[src/rtl/clock_enables.sv]
// Clock-enable generator and reset sequencer for the 32 MHz system clock.
// Produces one-clock-wide enable strobes for the CPU (two phases), the pixel
// pipeline and the 1 MHz slow logic, and holds the system in reset until the
// PLL has been continuously locked for RST_CYCLES clocks.
module clock_enables #(
  parameter int CPU_DIV    = 8,
  parameter int TURBO_DIV  = 4,
  parameter int PIX_DIV    = 4,
  parameter int SLOW_DIV   = 32,
  parameter int RST_CYCLES = 16
) (
  input  logic clock,
  input  logic reset,
  input  logic locked,
  input  logic turbo,
  input  logic pause,
  output logic ce_cpu_p,
  output logic ce_cpu_n,
  output logic ce_pix,
  output logic ce_slow,
  output logic rst_out_n
);

  // CPU counter is wide enough for whichever of the two periods is longer.
  localparam int CPU_MAX = (CPU_DIV > TURBO_DIV) ? CPU_DIV : TURBO_DIV;
  localparam int CPU_W   = (CPU_MAX > 1) ? $clog2(CPU_MAX) : 1;
  localparam int RST_W   = (RST_CYCLES > 1) ? $clog2(RST_CYCLES) : 1;

  localparam logic [CPU_W-1:0] CPU_LAST_N = CPU_W'(CPU_DIV - 1);
  localparam logic [CPU_W-1:0] CPU_LAST_T = CPU_W'(TURBO_DIV - 1);
  localparam logic [CPU_W-1:0] CPU_HALF_N = CPU_W'(CPU_DIV / 2);
  localparam logic [CPU_W-1:0] CPU_HALF_T = CPU_W'(TURBO_DIV / 2);
  localparam logic [RST_W-1:0] RST_LAST   = RST_W'(RST_CYCLES - 1);

  typedef enum logic [1:0] {
    S_HOLD  = 2'd0,
    S_COUNT = 2'd1,
    S_RUN   = 2'd2
  } state_t;

  state_t             state_q;
  logic               sync1_q;
  logic               sync2_q;
  logic               locked_s;
  logic [RST_W-1:0]   rst_cnt_q;
  logic               rst_out_n_q;
  logic               div_run;

  logic [CPU_W-1:0]   cnt_cpu_q;
  logic [CPU_W-1:0]   cnt_cpu_d;
  logic [CPU_W-1:0]   cpu_last;
  logic [CPU_W-1:0]   cpu_half;
  logic               cpu_wrap;
  logic               turbo_l_q;
  logic               pause_l_q;
  logic               ce_cpu_p_q;
  logic               ce_cpu_n_q;

  // Two-flop synchroniser bringing the PLL lock into the clock domain.
  always_ff @(posedge clock or negedge reset) begin
    if (!reset) begin
      sync1_q <= 1'b0;
      sync2_q <= 1'b0;
    end else begin
      sync1_q <= locked;
      sync2_q <= sync1_q;
    end
  end

  assign locked_s = sync2_q;

  // Reset sequencer: wait for lock, count RST_CYCLES locked clocks, then run;
  // any loss of lock sends it straight back to the start.
  always_ff @(posedge clock or negedge reset) begin
    if (!reset) begin
      state_q     <= S_HOLD;
      rst_cnt_q   <= '0;
      rst_out_n_q <= 1'b0;
    end else begin
      case (state_q)
        S_HOLD: begin
          rst_cnt_q   <= '0;
          rst_out_n_q <= 1'b0;
          if (locked_s) begin
            state_q <= S_COUNT;
          end
        end
        S_COUNT: begin
          if (!locked_s) begin
            state_q   <= S_HOLD;
            rst_cnt_q <= '0;
          end else if (rst_cnt_q == RST_LAST) begin
            state_q     <= S_RUN;
            rst_out_n_q <= 1'b1;
          end else begin
            rst_cnt_q <= rst_cnt_q + RST_W'(1);
          end
        end
        S_RUN: begin
          if (!locked_s) begin
            state_q     <= S_HOLD;
            rst_cnt_q   <= '0;
            rst_out_n_q <= 1'b0;
          end
        end
        default: begin
          state_q     <= S_HOLD;
          rst_cnt_q   <= '0;
          rst_out_n_q <= 1'b0;
        end
      endcase
    end
  end

  // Dividers advance only on edges that keep the FSM out of S_HOLD, so the
  // counters sit at 0 (and every enable is 0) for the whole time in S_HOLD.
  assign div_run = (state_q != S_HOLD) && locked_s;

  // CPU period length and half-point follow the turbo selection latched at the last wrap.
  always_comb begin
    cpu_last  = turbo_l_q ? CPU_LAST_T : CPU_LAST_N;
    cpu_half  = turbo_l_q ? CPU_HALF_T : CPU_HALF_N;
    cpu_wrap  = (cnt_cpu_q == cpu_last);
    cnt_cpu_d = '0;
    if (div_run && !cpu_wrap) begin
      cnt_cpu_d = cnt_cpu_q + CPU_W'(1);
    end
  end

  // CPU divider: turbo/pause are sampled only at the wrap so periods are never cut.
  always_ff @(posedge clock or negedge reset) begin
    if (!reset) begin
      cnt_cpu_q  <= '0;
      turbo_l_q  <= 1'b0;
      pause_l_q  <= 1'b0;
      ce_cpu_p_q <= 1'b0;
      ce_cpu_n_q <= 1'b0;
    end else begin
      cnt_cpu_q  <= cnt_cpu_d;
      if (div_run && cpu_wrap) begin
        turbo_l_q <= turbo;
        pause_l_q <= pause;
      end
      ce_cpu_p_q <= div_run && !pause_l_q && (cnt_cpu_q == '0);
      ce_cpu_n_q <= div_run && !pause_l_q && (cnt_cpu_q == cpu_half);
    end
  end

  // Pixel (gi=0) and slow (gi=1) dividers share one free-running scheme.
  for (genvar gi = 0; gi < 2; gi++) begin : g_simple
    localparam int DIV = (gi == 0) ? PIX_DIV : SLOW_DIV;
    localparam int W   = (DIV > 1) ? $clog2(DIV) : 1;
    localparam logic [W-1:0] LAST = W'(DIV - 1);

    logic [W-1:0] cnt_q;
    logic [W-1:0] cnt_d;
    logic         ce_q;

    // Wrap at LAST; cleared whenever the dividers are stopped.
    always_comb begin
      cnt_d = '0;
      if (div_run && (cnt_q != LAST)) begin
        cnt_d = cnt_q + W'(1);
      end
    end

    // Strobe in the cycle after the counter sits at 0.
    always_ff @(posedge clock or negedge reset) begin
      if (!reset) begin
        cnt_q <= '0;
        ce_q  <= 1'b0;
      end else begin
        cnt_q <= cnt_d;
        ce_q  <= div_run && (cnt_q == '0);
      end
    end

    if (gi == 0) begin : g_pix
      assign ce_pix = ce_q;
    end else begin : g_slow
      assign ce_slow = ce_q;
    end
  end

  assign ce_cpu_p  = ce_cpu_p_q;
  assign ce_cpu_n  = ce_cpu_n_q;
  assign rst_out_n = rst_out_n_q;

endmodule

[config.mk]
export PLATFORM = sky130hd
export DESIGN_NAME = clock_enables
export DESIGN_NICKNAME = d
export VERILOG_FILES = /design/src/rtl/clock_enables.sv
export SDC_FILE = /design/constraint.sdc
export NUM_CORES = 1
export LEC_CHECK = 0
export ABC_CLOCK_PERIOD_IN_PS = 1240
export CAP_MARGIN = 20
export CELL_PAD_IN_SITES_DETAIL_PLACEMENT = 1
export CELL_PAD_IN_SITES_GLOBAL_PLACEMENT = 1
export CORE_ASPECT_RATIO = 0.5
export CORE_MARGIN = 5
export CORE_UTILIZATION = 40
export CTS_CLUSTER_SIZE = 30
export DETAILED_ROUTE_END_ITERATION = 8
export PLACE_DENSITY = 0.84
export SKIP_LAST_GASP = 1
export SYNTH_ARGS = -nofsm -noshare
export SYNTH_HDL_FRONTEND = slang
export SYNTH_SLANG_ARGS = --single-unit
[constraint.sdc]
create_clock -name clock -period 1.24 [get_ports clock]
set_input_delay 0.186 -clock clock [delete_from_list [all_inputs] [get_ports clock]]
set_output_delay 0.186 -clock clock [all_outputs]
set_load 0.05 [all_outputs]
==> flow_metrics.tcl, run 1 <==
set metrics [dict create \
    fin_nets 150 \
    min_period_over_period_pct 111 \
    peakVddDrop_mv 0.434 \
    die_y_um 48.6 \
    rows 14 \
    worstPathArrival_ps 1520 \
    synth_warnings 0 \
    viasPerCell 5.23 \
    synth_cell_types 35 \
    worstSetupPathType "register to register" \
    maxCapViolCount 0 \
    cts_tree "done" \
    first_global_vias 947 \
    synth.cell_area_mm2 0.00119 \
    dieWidth_um 87.1 \
    syn_nets 118 \
    whs_ps 257 \
    p_sw_mw 0.385 \
    clkTransAtPathRegs_ps 80 \
    htreeDepth 1 \
    yosysTopAreaCell "dfrtp_1" \
    cp-start-kind "register" \
    place_area_mm2 0.00149 \
    p_per_area_mw_per_mm2 956 \
    vias 920 \
    hp-class "input pin to async pin" \
    synth_top_area_share_pct 52.6 \
    relSlewSlack_pct 78.2 \
    crit_fanout 2 \
    async_reset_ff_share_pct 100 \
    gp_congestion 0.715 \
    drive_gt1_share_pct 35.3 \
    post-route-min-period_ps 1380 \
    hold_buffers 0 \
    netSwitchingFraction_pct 24.7 \
    clkPwrFrac_pct 31.1 \
    cts-root-buf "clkbuf_8" \
    seqCellArea_um2 626 \
    drt-total-wl_um 3010 \
    multi_input_area_um2 571 \
    grt_max_degree 26 \
    synth_area_leaders "dfrtp_1, ha_1, nand3_1" \
    port_buffers 9 \
    num_io_pins 10 \
    most-common-layout-cells "dfrtp_1, buf_4, inv_1" \
    cts_sinks 25 \
    finalSetupViolCount 3 \
    hpwl_um 1980 \
    final_common_cell "dfrtp_1" \
    worst_slack_ps -137 \
    violations "negative setup slack" \
    setup_tns_ps -246 \
    final_core_util_pct 55.8 \
    p_int_mw 1.17 \
    end_kind "register" \
    ys_seq_elements 25 \
    critPathRequiredTime_ps 1380 \
    cts_buffers 3 \
    p_comb_share_pct 13.4 \
    fin_area_mm2 0.00163 \
    coreArea_mm2 0.00293 \
    final_max_slew_viol_count 0 \
    antenna_found_initial 0 \
    outcome "finished, violations left" \
    rsz0062_at_grt "true" \
    overflow 0 \
    n_fill_cell 307 \
    num_antenna_cells 0 \
    pwr-share-seq_pct 55.5 \
    hold_violations 0 \
    netlist_instances 105 \
    antenna_left 0 \
    grt_pass1_wl_um 4710 \
    max_freq_mhz 726 \
    area_growth_pct 37.1 \
    finalNonFillerCells 176 \
    grtUsageTotal_pct 14.6 \
    die_area_mm2 0.00423 \
    dp.cells 166 \
    yosysSeqAreaShare_pct 52.6 \
    clkLatencyLatePin_ps 270 \
    worstMarginPinSlew_ps 325 \
    avgSynthCellArea_um2 11.3 \
    routedWlPerCell_um 17.1 \
    leakagePower_nw 0.738 \
    synth_edf_count 0 \
    drt_iter0_markers 34 \
    clock_path_buffers 2 \
    ys.flop_type "dfrtp_1" \
    clock_skew_ps 1.13 \
    start_util_pct 40.7 \
    dr.pass1.iters 4 \
    drc 0 \
]
[sequential cells by signal, summed over array words and instances (netlist names)]
name,flops
cnt_cpu_q,3
turbo_l_q,1
g_simple.cnt_q,7
ce_slow,1
ce_pix,1
ce_cpu_n,1
pause_l_q,1
state_q,2
rst_out_n,1
rst_cnt_q,4
sync1_q,1
ce_cpu_p,1
locked_s,1
[synth_stat cells, types with 3 or more instances]
master and n:
a21oi_1 3, o211ai_1 4, dfrtp_1 25, nand3_1 7
inv_1 8, nor2_1 5, nand2_1 4, nor3_1 5
ha_1 8, and3_1 3
[logic make-up (layout without fill, tap and decap cells)]
group	after synthesis	after routing	share of synthesized area [%]
AO/OA/AOI/OAI	15	15	8.52
flip-flops	25	25	52.6
multiplexers	2	2	2.10
XOR/XNOR	3	3	2.84
adder cells (fa/ha/maj)	8	8	8.41
AND/OR/NAND/NOR	41	41	20.5
buffers and inverters	11	42	5.05
[final timing paths]
kind                                         from                     end  slack, ps  cells past startpoint
max in group asynchronous                   reset      ce_cpu_p$_DFF_PN0_        830                      2
max reg2reg                cnt_cpu_q[0]$_DFF_PN0_   turbo_l_q$_DFFE_PN0P_       -140                      5
min                                         reset  state_q[1]$_DFFE_PN0P_        260                      2
min in group clock                         locked       sync1_q$_DFF_PN0_        350                      1
max                        cnt_cpu_q[0]$_DFF_PN0_   turbo_l_q$_DFFE_PN0P_       -140                      5
min reg2reg                     sync1_q$_DFF_PN0_      locked_s$_DFF_PN0_        350                      0
[layer usage]
layer / global-route usage [%] / share of wire (%)
met5: 0 / 0
met4: 4.85 / 1.2
met3: 3.05 / 3.1
met2: 26.2 / 53
met1: 17.2 / 43
[what timing repair did]
action	in CTS	in global routing
gates cloned	0	0
setup buffers	3	3
pin swaps	2	11
setup endpoints to repair	7	11
resized for setup	6	5
[critical path, stage by stage (launching register included)]
cell and delay [ps]:
dfrtp_1 360, ha_2 200, o211ai_1 150, buf_4 180, o21ai_0 230, o211ai_1 130
[cell type report]
type / instances / share of cell area [%]
Multi-Input combinational cell: 69 / 35.0
Clock buffer: 4 / 2.76
Timing Repair Buffer: 30 / 19.0
Tap cell: 40 / 3.07
Inverter: 8 / 1.84
Sequential cell: 25 / 38.3
[power groups by stage]
stage	Combinational, mW	Sequential [mW]	Clock, mW
finish	0.209	0.866	0.485
global route	0.228	0.870	0.532
CTS	0.199	0.866	0.488
detailed placement	0.192	0.882	0
global placement	0.182	0.879	0
floorplan	0.0623	0.900	0
[metrics by stage]
stage	total power [mW]	setup WS, ps
2_1_floorplan	0.963	13.3
3_3_place_gp	1.06	-0.119
3_5_place_dp	1.07	-110
4_1_cts	1.55	-27.4
5_1_grt	1.63	-261
6_report	1.56	-137
No activity file was read; power rests on OpenSTA's default activity.
==> inputs of run 2 (changes only) <==
--- a/config.mk
+++ b/config.mk
@@ -14,6 +14,7 @@
 export CORE_UTILIZATION = 40
 export CTS_CLUSTER_SIZE = 30
 export DETAILED_ROUTE_END_ITERATION = 8
+export HOLD_SLACK_MARGIN = 0.06
 export PLACE_DENSITY = 0.84
 export SKIP_LAST_GASP = 1
 export SYNTH_ARGS = -nofsm -noshare
==> results of run 2 <==
The final DEF is identical to that of run 1; final timing and power are the same.
